## src/rtl/rf_write_arbiter.sv

```systemverilog
// rf_write_arbiter: shares the RF write port between the pipeline writeback and a buffered long-latency result stream (optional same-cycle bypass: RF_ARB_BYPASS_EN)
module rf_write_arbiter #(
  parameter int W = 32,
  parameter int DEPTH = 2,
  parameter int STARVE_LIMIT = 4
) (
  input  logic         clk,
  input  logic         rst,
  input  logic         pipe_we,
  input  logic [4:0]   pipe_addr,
  input  logic [W-1:0] pipe_data,
  input  logic         mc_valid,
  output logic         mc_ready,
  input  logic [4:0]   mc_addr,
  input  logic [W-1:0] mc_data,
  output logic         rf_we,
  output logic [4:0]   rf_waddr,
  output logic [W-1:0] rf_wdata,
  output logic         stall_pipe,
  output logic         mc_pending
);
  localparam int AW = $clog2(DEPTH);
  localparam int CW = $clog2(DEPTH + 1);
  localparam int SW = $clog2(STARVE_LIMIT + 1);
  logic [4:0]    mem_addr [DEPTH];
  logic [W-1:0]  mem_data [DEPTH];
  logic [AW-1:0] rd_ptr, wr_ptr;
  logic [CW-1:0] count;
  logic [SW-1:0] starve_cnt;
  logic empty, full, pipe_live, pop, push, byp;
  assign empty = count == '0;
  assign full = count == CW'(DEPTH);
  assign pipe_live = pipe_we && pipe_addr != 5'd0 && !stall_pipe;
  assign pop = !pipe_live && !empty;
`ifdef RF_ARB_BYPASS_EN
  assign byp = mc_valid && empty && !pipe_live;
`else
  assign byp = 1'b0;
`endif
  assign push = mc_valid && mc_ready && !byp;
  assign mc_ready = !full;
  assign mc_pending = !empty;
  // A popped head or bypassed result addressed to r0 yields address 0, which suppresses the write
  always_comb begin
    rf_waddr = pipe_live ? pipe_addr : pop ? mem_addr[rd_ptr] : byp ? mc_addr : 5'd0;
    rf_wdata = pipe_live ? pipe_data : pop ? mem_data[rd_ptr] : byp ? mc_data : '0;
    rf_we = rf_waddr != 5'd0;
  end
  // FIFO storage, written on accepted pushes only
  always_ff @(posedge clk) begin
    if (push) begin
      mem_addr[wr_ptr] <= mc_addr;
      mem_data[wr_ptr] <= mc_data;
    end
  end
  // FIFO pointers, occupancy, starvation counter and the one-cycle pipeline hold
  always_ff @(posedge clk) begin
    if (rst) begin
      rd_ptr <= '0;
      wr_ptr <= '0;
      count <= '0;
      starve_cnt <= '0;
      stall_pipe <= 1'b0;
    end else begin
      if (push) wr_ptr <= wr_ptr + AW'(1);
      if (pop) rd_ptr <= rd_ptr + AW'(1);
      count <= count + CW'(push) - CW'(pop);
      starve_cnt <= (pop || empty) ? '0 : starve_cnt + SW'(1);
      stall_pipe <= !stall_pipe && !empty && !pop && starve_cnt == SW'(STARVE_LIMIT - 1);
    end
  end
endmodule

```

## config.mk

```make
export PLATFORM = sky130hd
export DESIGN_NAME = rf_write_arbiter
export DESIGN_NICKNAME = d
export VERILOG_FILES = /design/src/rtl/rf_write_arbiter.sv
export SDC_FILE = /design/constraint.sdc
export NUM_CORES = 1
export LEC_CHECK = 0
export CAP_MARGIN = 20
export CORE_MARGIN = 5
export CORE_UTILIZATION = 50
export CTS_BUF_LIST = sky130_fd_sc_hd__clkbuf_2
export DETAILED_ROUTE_END_ITERATION = 7
export GPL_TIMING_DRIVEN = 1
export PLACE_DENSITY_LB_ADDON = 0.15
export SYNTH_ARGS = -nofsm -noshare
export SYNTH_HDL_FRONTEND = slang
export SYNTH_SLANG_ARGS = --single-unit
```

## constraint.sdc

```tcl
create_clock -name clk -period 8.15 [get_ports clk]
set_input_delay 1.63 -clock clk [delete_from_list [all_inputs] [get_ports clk]]
set_output_delay 1.63 -clock clk [all_outputs]
set_load 0.01 [all_outputs]
```

==> results.toml, run 1 <==
[status]
status = "finished, final reports clean"

[timing]
maxSlewViolCount = 0
finalSetupViolCount = 0
period_needed_ns = 6.09
rsz0062_at_grt = "no"
max_freq_mhz = 164
hold_slack_ns = 0.438
worst_pin_slew_ns = 1.04
maxSlewHeadroom = 0.306
finClkSkew_ns = 0.0273
finalSetupTns_ns = 0
hold_viol = 0
fin_crit_sh = 0.748

[clock_network]
postCtsSetupBuffers = 0
cts-hold-fix-buffers = 0
cts-resized-gates = 0
clk_pin_slew_ns = 0.21
cts-root-buf = "clkbuf_2"
cts_tree = "built"
cts.htree.levels = 3
cts_sinks = 83
cts_buffer_depth = 2
insertion_delay_ns = 0.47
numCtsBuffers = 9

[final_layout]
fin_util = 0.721
fillCellCount = 481
drive_gt1_frac = 0.141
area.sequential_sq_um = 2400
fin_area_sq_um = 4950
syn_to_final_growth_pct = 38.2
multi_input_comb_area_sq_um = 1060
layout.nets = 447
layout_common_cells = "118 x clkdlybuf4s50_1, 74 x edfxtp_1, 39 x nand2_1"
final_common_cell = "clkdlybuf4s50_1"
diodes = 0

[setup_path]
start_kind = "input pin"
worst_setup_path_end_kind = "output port"
endpoint = "rf_we"
path_class = "in2out"
crit_fanout = 37
startpoint = "pipe_we"
r2r_start = "stall_pipe$_SDFF_PP0_"
arrival_ns = 4.46
worstRegToRegCells = 9
critPathRequiredTime_ns = 6.52
r2r_end = "count[1]$_SDFF_PP0_"
r2r_slack_ns = 5.55

[hold_path]
hold_path_class = "reg2reg"

[synth]
yosys_warnings = 0
syn_area_per_cell_sq_um = 14.6
syn-num-nets = 328
synth-seq-cells = 83
yosysSeqAreaShare = 0.670
syn_inst = 246
syn-cell-area_sq_um = 3580
ys_types = 30

[global_route]
track_usage = 0.169
overflow = 0
grt_pass1_vias = 2387
grt_start_max_net_pins = 40
grt_antenna_before_repair = 0
grt_pass1_wl_um = 11400

[detailed_routing]
drc = 0
routed_wl_um = 7340
vias = 2347
drt_iter0_drc = 83
via_per_inst = 5.04
first_pass_iters = 4
ant_nets = 0
avgRoutedWirePerCell_um = 15.8

[floorplanning]
die-area_sq_um = 8960
io_pins = 119
chipHeight_um = 94.7
core_sq_um = 6870
fp-row-count = 30
initial_core_util = 0.522
die_w_um = 94.7

[pwr]
power-per-cell-area_nw_per_um2 = 246
ir_worst_vdd_mv = 0.129
finalPower_mw = 1.22
p_leak_nw = 1.75

[placed_design]
dpl-instance-area_sq_um = 4790
numPortBuffers = 118
place_congestion = 0.740
dp_hpwl_um = 5070

[flow_run]
cap_violations = 0
registers in the layout, indices dropped and copies added (netlist names), named ones only:
name and count:
mem_data 64, mem_addr 10, starve_cnt 3, count 2, rd_ptr 1, stall_pipe 1, wr_ptr 1
worst max-delay path, stage by stage:
cell and delay, ns:
clkdlybuf4s50_1 0.45, nor2b_2 0.29, o22a_2 0.92, o21ai_2 0.13, or4_1 0.54, clkdlybuf4s50_1 0.49
synth_stat cells:
library cell / n / area [sq um]
o31ai_1: 2 / 15.0
o22a_1: 1 / 8.76
buf_2: 1 / 5.00
ha_1: 4 / 50.1
o21ai_1: 4 / 20.0
o21ai_0: 5 / 25.0
buf_4: 2 / 15.0
nor2_4: 1 / 11.3
buf_1: 1 / 3.75
nor2b_2: 1 / 8.76
or4_1: 1 / 7.51
edfxtp_1: 74 / 2220
nand2b_1: 1 / 6.26
nor3_1: 1 / 5.00
or4_4: 1 / 11.3
xor2_1: 3 / 26.3
dfxtp_1: 9 / 180
o21ai_2: 28 / 245
inv_1: 4 / 15.0
o21bai_1: 1 / 7.51
mux2i_1: 37 / 370
a211o_1: 1 / 8.76
xnor2_1: 1 / 8.76
o21a_1: 1 / 7.51
buf_6: 8 / 90.1
nor2b_1: 1 / 6.26
nor2_1: 9 / 33.8
and3_1: 3 / 18.8
nand2_1: 39 / 146
clkbuf_1: 1 / 3.75
layer usage:
metal / global-route usage / vias up / share of wire
met5: 0 / - / 0
met4: 0.0649 / 0 / 0.013
met3: 0.0422 / 10 / 0.064
met2: 0.309 / 77 / 0.53
met1: 0.186 / 1104 / 0.39
li1: - / 1156 / -
worst min path at each step:
| stage | from | cells after the start | to | slack [ns] |
|---|---|---|---|---|
| final | starve_cnt[0]$_SDFF_PP0_ | 1 | starve_cnt[0]$_SDFF_PP0_ | 0.44 |
| after floorplan | starve_cnt[0]$_SDFF_PP0_ | 1 | starve_cnt[0]$_SDFF_PP0_ | 0.40 |
| after global routing | starve_cnt[0]$_SDFF_PP0_ | 1 | starve_cnt[0]$_SDFF_PP0_ | 0.46 |
| after detailed placement | starve_cnt[0]$_SDFF_PP0_ | 1 | starve_cnt[0]$_SDFF_PP0_ | 0.42 |
| after global placement | starve_cnt[0]$_SDFF_PP0_ | 1 | starve_cnt[0]$_SDFF_PP0_ | 0.40 |
| after CTS | starve_cnt[0]$_SDFF_PP0_ | 1 | starve_cnt[0]$_SDFF_PP0_ | 0.44 |
through the flow:
stage | setup WS (ns) | std cells
after floorplan | 3.67 | 246
after global placement | 2.09 | 449
after detailed placement | 2.01 | 449
after CTS | 2.01 | 465
after global routing | 1.83 | 466
final | 2.06 | 466
cell families after synthesis:
kind of cell | count (synthesis) | share of synthesized area
xor+xnor | 4 | 0.00978
compound gates | 43 | 0.0943
buf+inv | 17 | 0.0370
simple gates | 58 | 0.0712
mux | 37 | 0.103
fa+ha+maj | 4 | 0.0140
flops | 83 | 0.670
where the power goes:
part / switching, mW / internal (mW)
clock network: 0.125 / 0.100
logic: 0.220 / 0.213
registers: 0.0214 / 0.537
area by class of cell:
cell class | count | area share
inverters | 4 | 0.00303
flip-flops and latches | 83 | 0.485
clock buffers | 10 | 0.0101
well taps | 96 | 0.0243
repair buffers | 121 | 0.247
multi-input cells | 146 | 0.214
clock inverters | 6 | 0.0162
(Power assumes the default switching activity.)
==> run 2, diff against run 1 <==
CORE_UTILIZATION = 47   (was 50)
clock period = 6.1 ns   (was 8.15 ns; I/O delays follow)
==> run 2 against run 1 <==
Effect of this change:
- sequential power up 37%
- highest routed layer unchanged
- count of clock-buffer cells in the layout up 1
- worst setup slack worse by 0.91 ns
- register-to-register slack worse by 1.7 ns
- non-clock buffer count up 1
==> results.toml, run 2 (synthesis gave the netlist of run 1 again) <==
[final_layout]
syn_to_final_growth_pct = 39.2
multi_input_comb_area_sq_um = 1060
layout.nets = 448
final_common_cell = "clkdlybuf4s50_1"
reg.largest.list = "mem_data: 64 flops, mem_addr: 10 flops, starve_cnt: 3 flops"
layout_common_cells = "118 x clkdlybuf4s50_1, 74 x edfxtp_1, 39 x nand2_1"
largest_reg_flops = 64
finalNonFillerCells = 470
area.sequential_sq_um = 2400
drive_gt1_frac = 0.148
largest-register = "mem_data"
fillCellCount = 541
diodes = 0

[timing]
max_freq_mhz = 202
hold_viol = 0
fin_crit_sh = 0.812
maxSlewHeadroom = 0.400
worst_pin_slew_ns = 0.900
setup_ws_ns = 1.15
rsz0062_at_grt = "no"
finClkSkew_ns = 0.0226
finalSetupTns_ns = 0
maxSlewViolCount = 0
period_needed_ns = 4.95
finalSetupViolCount = 0

[floorplanning]
io_pins = 119
initial_core_util = 0.489
fp-row-count = 31
die-area_sq_um = 9470
die_w_um = 97.3
core_sq_um = 7330
chipHeight_um = 97.3

[global_route]
overflow = 0
track_usage = 0.155
grt_start_max_net_pins = 38
grt_pass1_vias = 2381
grt_pass1_wl_um = 11500
grt_antenna_before_repair = 0

[detailed_routing]
routed_wl_um = 7240
first_pass_iters = 4
drc = 0
ant_nets = 0
avgRoutedWirePerCell_um = 15.4
vias = 2294
drt_iter0_drc = 47
via_per_inst = 4.88

[setup_path]
path_class = "in2out"
r2r_slack_ns = 3.84
r2r_start = "stall_pipe$_SDFF_PP0_"
arrival_ns = 3.73
worst_setup_path_end_kind = "output port"
startpoint = "pipe_we"
critPathRequiredTime_ns = 4.88
worstRegToRegCells = 9
crit_fanout = 21
r2r_end = "count[1]$_SDFF_PP0_"
start_kind = "input pin"

[clock_network]
clk_pin_slew_ns = 0.20
postCtsSetupBuffers = 0
insertion_delay_ns = 0.49
cts-resized-gates = 0
cts_sinks = 83
cts_tree = "built"
cts_buffer_depth = 2
cts.htree.levels = 3
cts-root-buf = "clkbuf_2"
cts-hold-fix-buffers = 0
numCtsBuffers = 9

[placed_design]
place_congestion = 0.757
numPortBuffers = 118
place_ws_ns = 1.14
dp_hpwl_um = 5080
dp_cells = 453

[pwr]
ir_worst_vdd_mv = 0.164
p_leak_nw = 1.77
power-per-cell-area_nw_per_um2 = 337
finalPower_mw = 1.68

[hold_path]
hold_path_class = "reg2reg"
min_path_cells = 1
hp-start = "starve_cnt[0]$_SDFF_PP0_"
holdPathEnd = "starve_cnt[0]$_SDFF_PP0_"

[status]
status = "finished, final reports clean"

[flow_run]
cap_violations = 0
[run 2: cell count changes in the layout (fill, tap and decap cells not counted)]
cell        delta
buf_4          +1
clkbuf_2       +1
clkinv_1       -2
clkinvlp_4     -1
inv_4          +1
bufinv_16      +1
[run 2: final cells by class]
cell class                      instances  area share
Clock inverter                          5      0.0203
Tap cell                               99      0.0248
Timing Repair Buffer                  122       0.247
Inverter                                4     0.00301
Sequential cell                        83       0.482
Clock buffer                           11      0.0110
Multi-Input combinational cell        146       0.212
[run 2: routing by layer]
layer	vias to the layer above	part of all wire	global-route usage
li1	1151	-	-
met1	1055	0.43	0.185
met2	79	0.49	0.258
met3	9	0.069	0.0474
met4	0	0.014	0.0671
met5	-	0	0
[run 2: metrics by stage]
step	hold WS, ns	utilization	cell area [sq um]
finish	0.440	0.680	4990
detailed placement	0.415	0.655	4800
floorplan	0.397	-	3580
global placement	0.405	0.655	4800
CTS	0.438	0.677	4960
global route	0.462	0.680	4990
[run 2: worst max-delay path by stage]
stage	end	cells after the start
2_1_floorplan	rf_waddr[2]	4
3_3_place_gp	rf_wdata[23]	7
3_5_place_dp	rf_we	6
4_1_cts	rf_wdata[26]	7
5_1_grt	rf_wdata[23]	7
6_report	rf_wdata[26]	7
[run 2: critical path, cell delays in order]
cell             delay (ns)
clkdlybuf4s50_1        0.46
nor2b_2                0.29
o21a_1                 0.66
buf_4                  0.35
nand2_1                0.08
o21ai_0                0.08
clkdlybuf4s50_1        0.59
[run 2: power by group]
part / internal (mW) / switching [mW]
sequential: 0.717 / 0.0470
clock: 0.180 / 0.174
combinational: 0.288 / 0.274
